$ cat config.mk
export PLATFORM = sky130hd
export DESIGN_NAME = adc_code_matcher_flat
export DESIGN_NICKNAME = d
export VERILOG_FILES = /design/src/rtl/adc_code_matcher_pkg.sv /design/src/rtl/adc_code_matcher_if.sv /design/src/rtl/adc_code_matcher_table.sv /design/src/rtl/adc_code_matcher.sv /design/src/flat_wrapper.sv
export SDC_FILE = /design/constraint.sdc
export NUM_CORES = 1
export LEC_CHECK = 0
export ABC_CLOCK_PERIOD_IN_PS = 4740
export CAP_MARGIN = 20
export CORE_UTILIZATION = 35
export CTS_CLUSTER_SIZE = 20
export DETAILED_ROUTE_END_ITERATION = 8
export PLACE_DENSITY = 0.54
export SLEW_MARGIN = 15
export SYNTH_ARGS = -nofsm -noshare
export SYNTH_HDL_FRONTEND = slang
export SYNTH_SLANG_ARGS = --single-unit
$ cat constraint.sdc
create_clock -name fpga_clk -period 4.74 [get_ports fpga_clk]
set_input_delay 1.185 -clock fpga_clk [delete_from_list [all_inputs] [get_ports fpga_clk]]
set_output_delay 1.185 -clock fpga_clk [all_outputs]
set_load 0.005 [all_outputs]
$ cat src/rtl/adc_code_matcher_pkg.sv
// Shared constants, calibration defaults and FSM state type for the ADC code matcher.
package adc_match_pkg;

  localparam int N_ENTRIES   = 5;
  localparam int DW          = 10;
  localparam int MAX_ENTRIES = 8;

  typedef enum logic [1:0] {
    IDLE,
    SEARCH,
    HOLD
  } state_e;

  // Standard calibration set; slots past N_ENTRIES are zero padding for the 3-bit index space.
  localparam logic [DW-1:0] DEF_CODE  [MAX_ENTRIES] = '{10'd1023, 10'd819, 10'd614, 10'd409,
                                                        10'd204, 10'd0, 10'd0, 10'd0};
  localparam logic [DW-1:0] DEF_VOLT  [MAX_ENTRIES] = '{10'd5, 10'd4, 10'd3, 10'd2,
                                                        10'd1, 10'd0, 10'd0, 10'd0};
  localparam logic [DW-1:0] DEF_POWER [MAX_ENTRIES] = '{10'd45, 10'd50, 10'd75, 10'd80,
                                                        10'd20, 10'd0, 10'd0, 10'd0};

endpackage

$ cat src/rtl/adc_code_matcher_if.sv
// Sample, table-write and result channels of the ADC code matcher.
interface adc_code_matcher_if #(
  parameter int DW = adc_match_pkg::DW
);
  logic          smp_valid;
  logic          smp_ready;
  logic [DW-1:0] smp_data;
  logic [2:0]    smp_chan;

  logic          tbl_we;
  logic [2:0]    tbl_addr;
  logic [DW-1:0] tbl_code;
  logic [DW-1:0] tbl_volt;
  logic [DW-1:0] tbl_power;

  logic          res_valid;
  logic          res_ready;
  logic          res_hit;
  logic [2:0]    res_idx;
  logic [DW-1:0] res_volt;
  logic [DW-1:0] res_power;
  logic [2:0]    res_chan;

  modport master (
    output smp_valid, smp_data, smp_chan,
    output tbl_we, tbl_addr, tbl_code, tbl_volt, tbl_power,
    output res_ready,
    input  smp_ready,
    input  res_valid, res_hit, res_idx, res_volt, res_power, res_chan
  );

  modport slave (
    input  smp_valid, smp_data, smp_chan,
    input  tbl_we, tbl_addr, tbl_code, tbl_volt, tbl_power,
    input  res_ready,
    output smp_ready,
    output res_valid, res_hit, res_idx, res_volt, res_power, res_chan
  );
endinterface

$ cat src/rtl/adc_code_matcher_table.sv
// Runtime-writable code/voltage/power table with one combinational read port.
module adc_code_table
  import adc_match_pkg::*;
#(
  parameter int N_ENTRIES = adc_match_pkg::N_ENTRIES,
  parameter int DW        = adc_match_pkg::DW
) (
  input  logic          clk_i,
  input  logic          rst_ni,
  input  logic          we_i,
  input  logic [2:0]    waddr_i,
  input  logic [DW-1:0] wcode_i,
  input  logic [DW-1:0] wvolt_i,
  input  logic [DW-1:0] wpower_i,
  input  logic [2:0]    raddr_i,
  output logic [DW-1:0] code_o,
  output logic [DW-1:0] volt_o,
  output logic [DW-1:0] power_o
);

  logic [DW-1:0] code_q  [N_ENTRIES];
  logic [DW-1:0] volt_q  [N_ENTRIES];
  logic [DW-1:0] power_q [N_ENTRIES];

  // Per-entry decode: addresses at or beyond N_ENTRIES match no entry and are dropped.
  for (genvar g = 0; g < N_ENTRIES; g++) begin : g_entry
    always_ff @(posedge clk_i or negedge rst_ni) begin
      if (!rst_ni) begin
        code_q[g]  <= DW'(DEF_CODE[g]);
        volt_q[g]  <= DW'(DEF_VOLT[g]);
        power_q[g] <= DW'(DEF_POWER[g]);
      end else if (we_i && (waddr_i == 3'(g))) begin
        code_q[g]  <= wcode_i;
        volt_q[g]  <= wvolt_i;
        power_q[g] <= wpower_i;
      end
    end
  end

  always_comb begin
    code_o  = '0;
    volt_o  = '0;
    power_o = '0;
    if (int'(raddr_i) < N_ENTRIES) begin
      code_o  = code_q[raddr_i];
      volt_o  = volt_q[raddr_i];
      power_o = power_q[raddr_i];
    end
  end

endmodule

$ cat src/rtl/adc_code_matcher.sv
// Captures an ADC sample and scans the code table from the top index down, one entry per clock.
module adc_code_matcher
  import adc_match_pkg::*;
#(
  parameter int N_ENTRIES = adc_match_pkg::N_ENTRIES,
  parameter int DW        = adc_match_pkg::DW,
  parameter int TOL       = 0,
  parameter int CNT_W     = 16
) (
  input  logic             fpga_clk,
  input  logic             rst_n,
  adc_code_matcher_if.slave bus,
  output logic [CNT_W-1:0] hit_count
);

  localparam logic [DW:0] TOL_V = (DW+1)'(TOL);

  state_e          state_q, state_d;
  logic [2:0]      idx_q, idx_d;
  logic [DW-1:0]   smp_q, smp_d;
  logic [2:0]      chan_q, chan_d;
  logic            hit_q, hit_d;
  logic [2:0]      ridx_q, ridx_d;
  logic [DW-1:0]   volt_q, volt_d;
  logic [DW-1:0]   power_q, power_d;
  logic [2:0]      rchan_q, rchan_d;
  logic [CNT_W-1:0] cnt_q, cnt_d;

  logic [DW-1:0] tcode, tvolt, tpower;
  logic [DW:0]   a_ext, b_ext, diff;
  logic          match;

  adc_code_table #(.N_ENTRIES(N_ENTRIES), .DW(DW)) u_table (
    .clk_i   (fpga_clk),
    .rst_ni  (rst_n),
    .we_i    (bus.tbl_we),
    .waddr_i (bus.tbl_addr),
    .wcode_i (bus.tbl_code),
    .wvolt_i (bus.tbl_volt),
    .wpower_i(bus.tbl_power),
    .raddr_i (idx_q),
    .code_o  (tcode),
    .volt_o  (tvolt),
    .power_o (tpower)
  );

  assign a_ext = {1'b0, smp_q};
  assign b_ext = {1'b0, tcode};
  assign diff  = (a_ext >= b_ext) ? (a_ext - b_ext) : (b_ext - a_ext);
  assign match = (diff <= TOL_V);

  always_comb begin
    state_d = state_q;
    idx_d   = idx_q;
    smp_d   = smp_q;
    chan_d  = chan_q;
    hit_d   = hit_q;
    ridx_d  = ridx_q;
    volt_d  = volt_q;
    power_d = power_q;
    rchan_d = rchan_q;
    cnt_d   = cnt_q;
    unique case (state_q)
      IDLE: begin
        if (bus.smp_valid) begin
          smp_d   = bus.smp_data;
          chan_d  = bus.smp_chan;
          idx_d   = 3'(N_ENTRIES - 1);
          state_d = SEARCH;
        end
      end
      SEARCH: begin
        if (match) begin
          hit_d   = 1'b1;
          ridx_d  = idx_q;
          volt_d  = tvolt;
          power_d = tpower;
          rchan_d = chan_q;
          if (cnt_q != '1) cnt_d = cnt_q + CNT_W'(1);
          state_d = HOLD;
        end else if (idx_q != 3'd0) begin
          idx_d = idx_q - 3'd1;
        end else begin
          hit_d   = 1'b0;
          ridx_d  = '0;
          volt_d  = '0;
          power_d = '0;
          rchan_d = chan_q;
          state_d = HOLD;
        end
      end
      HOLD: begin
        if (bus.res_ready) state_d = IDLE;
      end
      default: state_d = IDLE;
    endcase
  end

  always_ff @(posedge fpga_clk or negedge rst_n) begin
    if (!rst_n) begin
      state_q <= IDLE;
      idx_q   <= '0;
      smp_q   <= '0;
      chan_q  <= '0;
      hit_q   <= 1'b0;
      ridx_q  <= '0;
      volt_q  <= '0;
      power_q <= '0;
      rchan_q <= '0;
      cnt_q   <= '0;
    end else begin
      state_q <= state_d;
      idx_q   <= idx_d;
      smp_q   <= smp_d;
      chan_q  <= chan_d;
      hit_q   <= hit_d;
      ridx_q  <= ridx_d;
      volt_q  <= volt_d;
      power_q <= power_d;
      rchan_q <= rchan_d;
      cnt_q   <= cnt_d;
    end
  end

  assign bus.smp_ready = (state_q == IDLE);
  assign bus.res_valid = (state_q == HOLD);
  assign bus.res_hit   = hit_q;
  assign bus.res_idx   = ridx_q;
  assign bus.res_volt  = volt_q;
  assign bus.res_power = power_q;
  assign bus.res_chan  = rchan_q;
  assign hit_count     = cnt_q;

endmodule

$ cat src/flat_wrapper.sv
// flat-port wrapper written by rule: the top's interface ports become plain ports
module adc_code_matcher_flat import adc_match_pkg::*;
#(
  parameter int N_ENTRIES = adc_match_pkg::N_ENTRIES,
  parameter int DW        = adc_match_pkg::DW,
  parameter int TOL       = 0,
  parameter int CNT_W     = 16
)
  (fpga_clk, rst_n, hit_count, bus_smp_valid, bus_smp_data, bus_smp_chan, bus_tbl_we, bus_tbl_addr, bus_tbl_code, bus_tbl_volt, bus_tbl_power, bus_res_ready, bus_smp_ready, bus_res_valid, bus_res_hit, bus_res_idx, bus_res_volt, bus_res_power, bus_res_chan);
  adc_code_matcher_if #(.DW(DW)) bus_i ();
  input  logic fpga_clk;
  input  logic rst_n;
  output logic [CNT_W-1:0] hit_count;
  input wire logic [$bits(bus_i.smp_valid)-1:0] bus_smp_valid;
  input wire logic [$bits(bus_i.smp_data)-1:0] bus_smp_data;
  input wire logic [$bits(bus_i.smp_chan)-1:0] bus_smp_chan;
  input wire logic [$bits(bus_i.tbl_we)-1:0] bus_tbl_we;
  input wire logic [$bits(bus_i.tbl_addr)-1:0] bus_tbl_addr;
  input wire logic [$bits(bus_i.tbl_code)-1:0] bus_tbl_code;
  input wire logic [$bits(bus_i.tbl_volt)-1:0] bus_tbl_volt;
  input wire logic [$bits(bus_i.tbl_power)-1:0] bus_tbl_power;
  input wire logic [$bits(bus_i.res_ready)-1:0] bus_res_ready;
  output wire logic [$bits(bus_i.smp_ready)-1:0] bus_smp_ready;
  output wire logic [$bits(bus_i.res_valid)-1:0] bus_res_valid;
  output wire logic [$bits(bus_i.res_hit)-1:0] bus_res_hit;
  output wire logic [$bits(bus_i.res_idx)-1:0] bus_res_idx;
  output wire logic [$bits(bus_i.res_volt)-1:0] bus_res_volt;
  output wire logic [$bits(bus_i.res_power)-1:0] bus_res_power;
  output wire logic [$bits(bus_i.res_chan)-1:0] bus_res_chan;
  assign bus_i.smp_valid = bus_smp_valid;
  assign bus_i.smp_data = bus_smp_data;
  assign bus_i.smp_chan = bus_smp_chan;
  assign bus_i.tbl_we = bus_tbl_we;
  assign bus_i.tbl_addr = bus_tbl_addr;
  assign bus_i.tbl_code = bus_tbl_code;
  assign bus_i.tbl_volt = bus_tbl_volt;
  assign bus_i.tbl_power = bus_tbl_power;
  assign bus_i.res_ready = bus_res_ready;
  assign bus_smp_ready = bus_i.smp_ready;
  assign bus_res_valid = bus_i.res_valid;
  assign bus_res_hit = bus_i.res_hit;
  assign bus_res_idx = bus_i.res_idx;
  assign bus_res_volt = bus_i.res_volt;
  assign bus_res_power = bus_i.res_power;
  assign bus_res_chan = bus_i.res_chan;
  adc_code_matcher #(.N_ENTRIES(N_ENTRIES), .DW(DW), .TOL(TOL), .CNT_W(CNT_W)) u_core (.fpga_clk(fpga_clk), .rst_n(rst_n), .bus(bus_i), .hit_count(hit_count));
endmodule
==> run metrics, run 1 <==
largest net degree at the start of global routing=109; IR drop worst, VDD=0.2377 mV; die area=29710 um2; DRT Wirelength=23.27 mm; Worst slew margin=0.3927; crit path capture type=register; routed vias/inst=5.071; Final Setup Violations=0; DRT Pass-1 Iters=4; synth top area cells=dfrtp_1 (39%), mux2_2 (18%), dfstp_2 (13%), mux4_2 (4.4%), ha_1 (2.8%); main flop type after synthesis=dfrtp_1; dpl cell area=11620 um2; Tmin final=4214 ps; CORE AREA=28630 um2; vias=6562; Max H-tree Level=1; syn_area_per_cell=12.75 um2; DRT iter0 DRCs=385; Clock Pin Slew Worst Setup and Hold Paths=60 ps; WS Path Type=reg -> reg; synth warn=0; Final Hold Vio Count=0; PortBufs=95; max-slew violations=0; most common library cells after synthesis=mux2_2 (165), dfrtp_1 (159), dfstp_2 (52); Post-DRT Antenna Nets=0; Clock Skew=19.78 ps; share of cells above drive strength 1=0.3385; Die W=172.4 um; RSZ-0062 raised after global routing=no; Post-synth EDFFs=0; Die Y=172.4 um; initial antenna violation count=0; Post-route DRC=0; largest area contributor in the netlist=dfrtp_1; sequential share of the synthesized area=0.5262; first-pass GRT wire length=37.80 mm; num ports=96; grt ovf=0; CP required=5120 ps; TritonCTS clock tree=built; row cnt=62; Yosys cell types=60; worst-margin pin slew=910.9 ps; vias in the first global route=6724; Crit Path Max Fanout=19; CP arrival=4600 ps; number of diodes=0; final instance area=12420 um2; Max Fclk=237.3 MHz; static leakage=5.215 nW; max_cap viols=0; run status=finished, final reports clean; Tcrit/Tclk final=0.8890; crit path launch type=register; PwrDens=574.4 nW/um2; cell area after synthesis=10160 um2; asr flop ratio synth=1.000; P&R area growth vs syn=22.23%; Synth top area share=0.3917; count leader, synth=mux2_2; GRT Total Usage=0.1638; WL/cell=17.98 um; Clock Sinks=211; GP Congestion=0.8219; clk_lat worst skew=520 ps; post-synthesis register bit count=211; Post-DP HPWL=14.63 mm; initial cell density of the core=0.3549; root buffer cell=clkbuf_16; Hold/Removal Path Class=reg -> reg; CTS Buffer Depth=3; Num CTS Buffers=24; Post-Synthesis Cells=797; syn nets=871; Post-Route Setup TNS=0 ps; layout net count=966
## cells by family after synthesis
kind of cell	synth area share
flip-flops	0.5262
multiplexers	0.2410
AND/OR/NAND/NOR	0.06959
AO/OA/AOI/OAI	0.08831
buffers and inverters	0.03104
adder cells (fa/ha/maj)	0.02833
XOR/XNOR	0.01552
## through the flow
stage	hold slack, ps	instances	worst slack [ps]	power [W]	util
floorplan	441.7	797	567.5	0.004559	-
CTS	480.7	1294	422.8	0.007208	0.4337
global placement	460.7	1250	520.6	0.005311	0.4059
finish	478.4	1294	526.0	0.007132	0.4338
detailed placement	466.7	1250	450.4	0.005323	0.4059
global route	507.7	1294	100.1	0.007642	0.4338
## final cells by class
cell class	instances	area (um2)
clock buffers	38	723.2
multi-input cells	508	4544
repair buffers	114	1122
flip-flops and latches	211	5350
inverters	33	123.9
well taps	384	480.5
clock inverters	6	72.57
fillers	2648	16210
## flip-flops by register name, indices dropped and copies added, names as in the netlist
name                    flops
u_core.chan_q               3
u_core.bus.res_hit          1
u_core.u_table.volt_q      50
u_core.bus.res_volt        10
u_core.u_table.code_q      50
u_core.idx_q                3
u_core.bus.res_power       10
u_core.smp_q               10
u_core.hit_count           16
u_core.u_table.power_q     50
u_core.bus.res_chan         3
u_core.state_q              2
u_core.bus.res_idx          3
## power by group
group	switching (W)	internal, W
combinational	0.00148	0.00129
sequential	0.000264	0.00226
clock	0.000736	0.00110
total	0.00248	0.00465
## placed cells by master, fill, tap and decap left out, drive strengths merged, types with 3 or more instances in the layout
cell type      count
dfrtp            159
o21a              12
nand3             11
o21ai             20
a22o               3
nor4               7
nand2             49
nand2b             5
mux4              20
and3               5
clkdlybuf4s50     94
a211oi             4
o211ai             3
o2bb2ai           20
xnor2              4
mux2             165
xor2              14
mux2i             14
clkbuf            39
dfstp             52
inv               33
buf               19
clkinv             4
nor2              28
ha                23
nor2b              4
a22oi             21
a21oi             26
nor3              15
## repair_timing
item	CTS	global route
endpoints found under the setup margin	0	2
buffers inserted	0	0
hold buffers	0	0
gates resized for setup	0	1
## worst paths after layout
| kind | from | to | slack [ps] | cells past startpoint |
|---|---|---|---|---|
| min in group asynchronous | rst_n | u_core.u_table.code_q[12] | 730 | 1 |
| min | u_core.chan_q[0] | u_core.chan_q[0] | 480 | 2 |
| max | u_core.idx_q[0] | u_core.hit_count[9] | 530 | 17 |
| min reg2reg | u_core.chan_q[0] | u_core.chan_q[0] | 480 | 2 |
| max in group asynchronous | rst_n | u_core.u_table.code_q[6] | 3030 | 2 |
| max reg2reg | u_core.idx_q[0] | u_core.hit_count[9] | 530 | 17 |
## per-layer routing
layer,up-vias,share of wire,track usage
met2,96,0.47,0.2677
met1,3341,0.48,0.2283
met5,-,0,0
li1,3100,-,-
met4,0,0.015,0.04271
met3,25,0.033,0.02152
## worst max-delay path, cell delays in order (launching register included)
cell	delay [ps]
dfrtp_4	620
buf_4	290
nor3_2	70
buf_4	200
nand2_1	70
o21a_1	140
inv_1	50
ha_1	490
o211ai_2	140
a21oi_2	270
o2111ai_1	170
a311oi_1	390
nor2_1	60
and4_1	210
a31oi_4	360
buf_4	290
nor3_1	90
xor2_1	150
No activity file was read; power rests on OpenSTA's default activity.
==> inputs of run 2 (changes only) <==
- GPL_ROUTABILITY_DRIVEN: not set -> 0
==> results of run 2 <==
The final DEF is identical to that of run 1; final timing and power are the same.
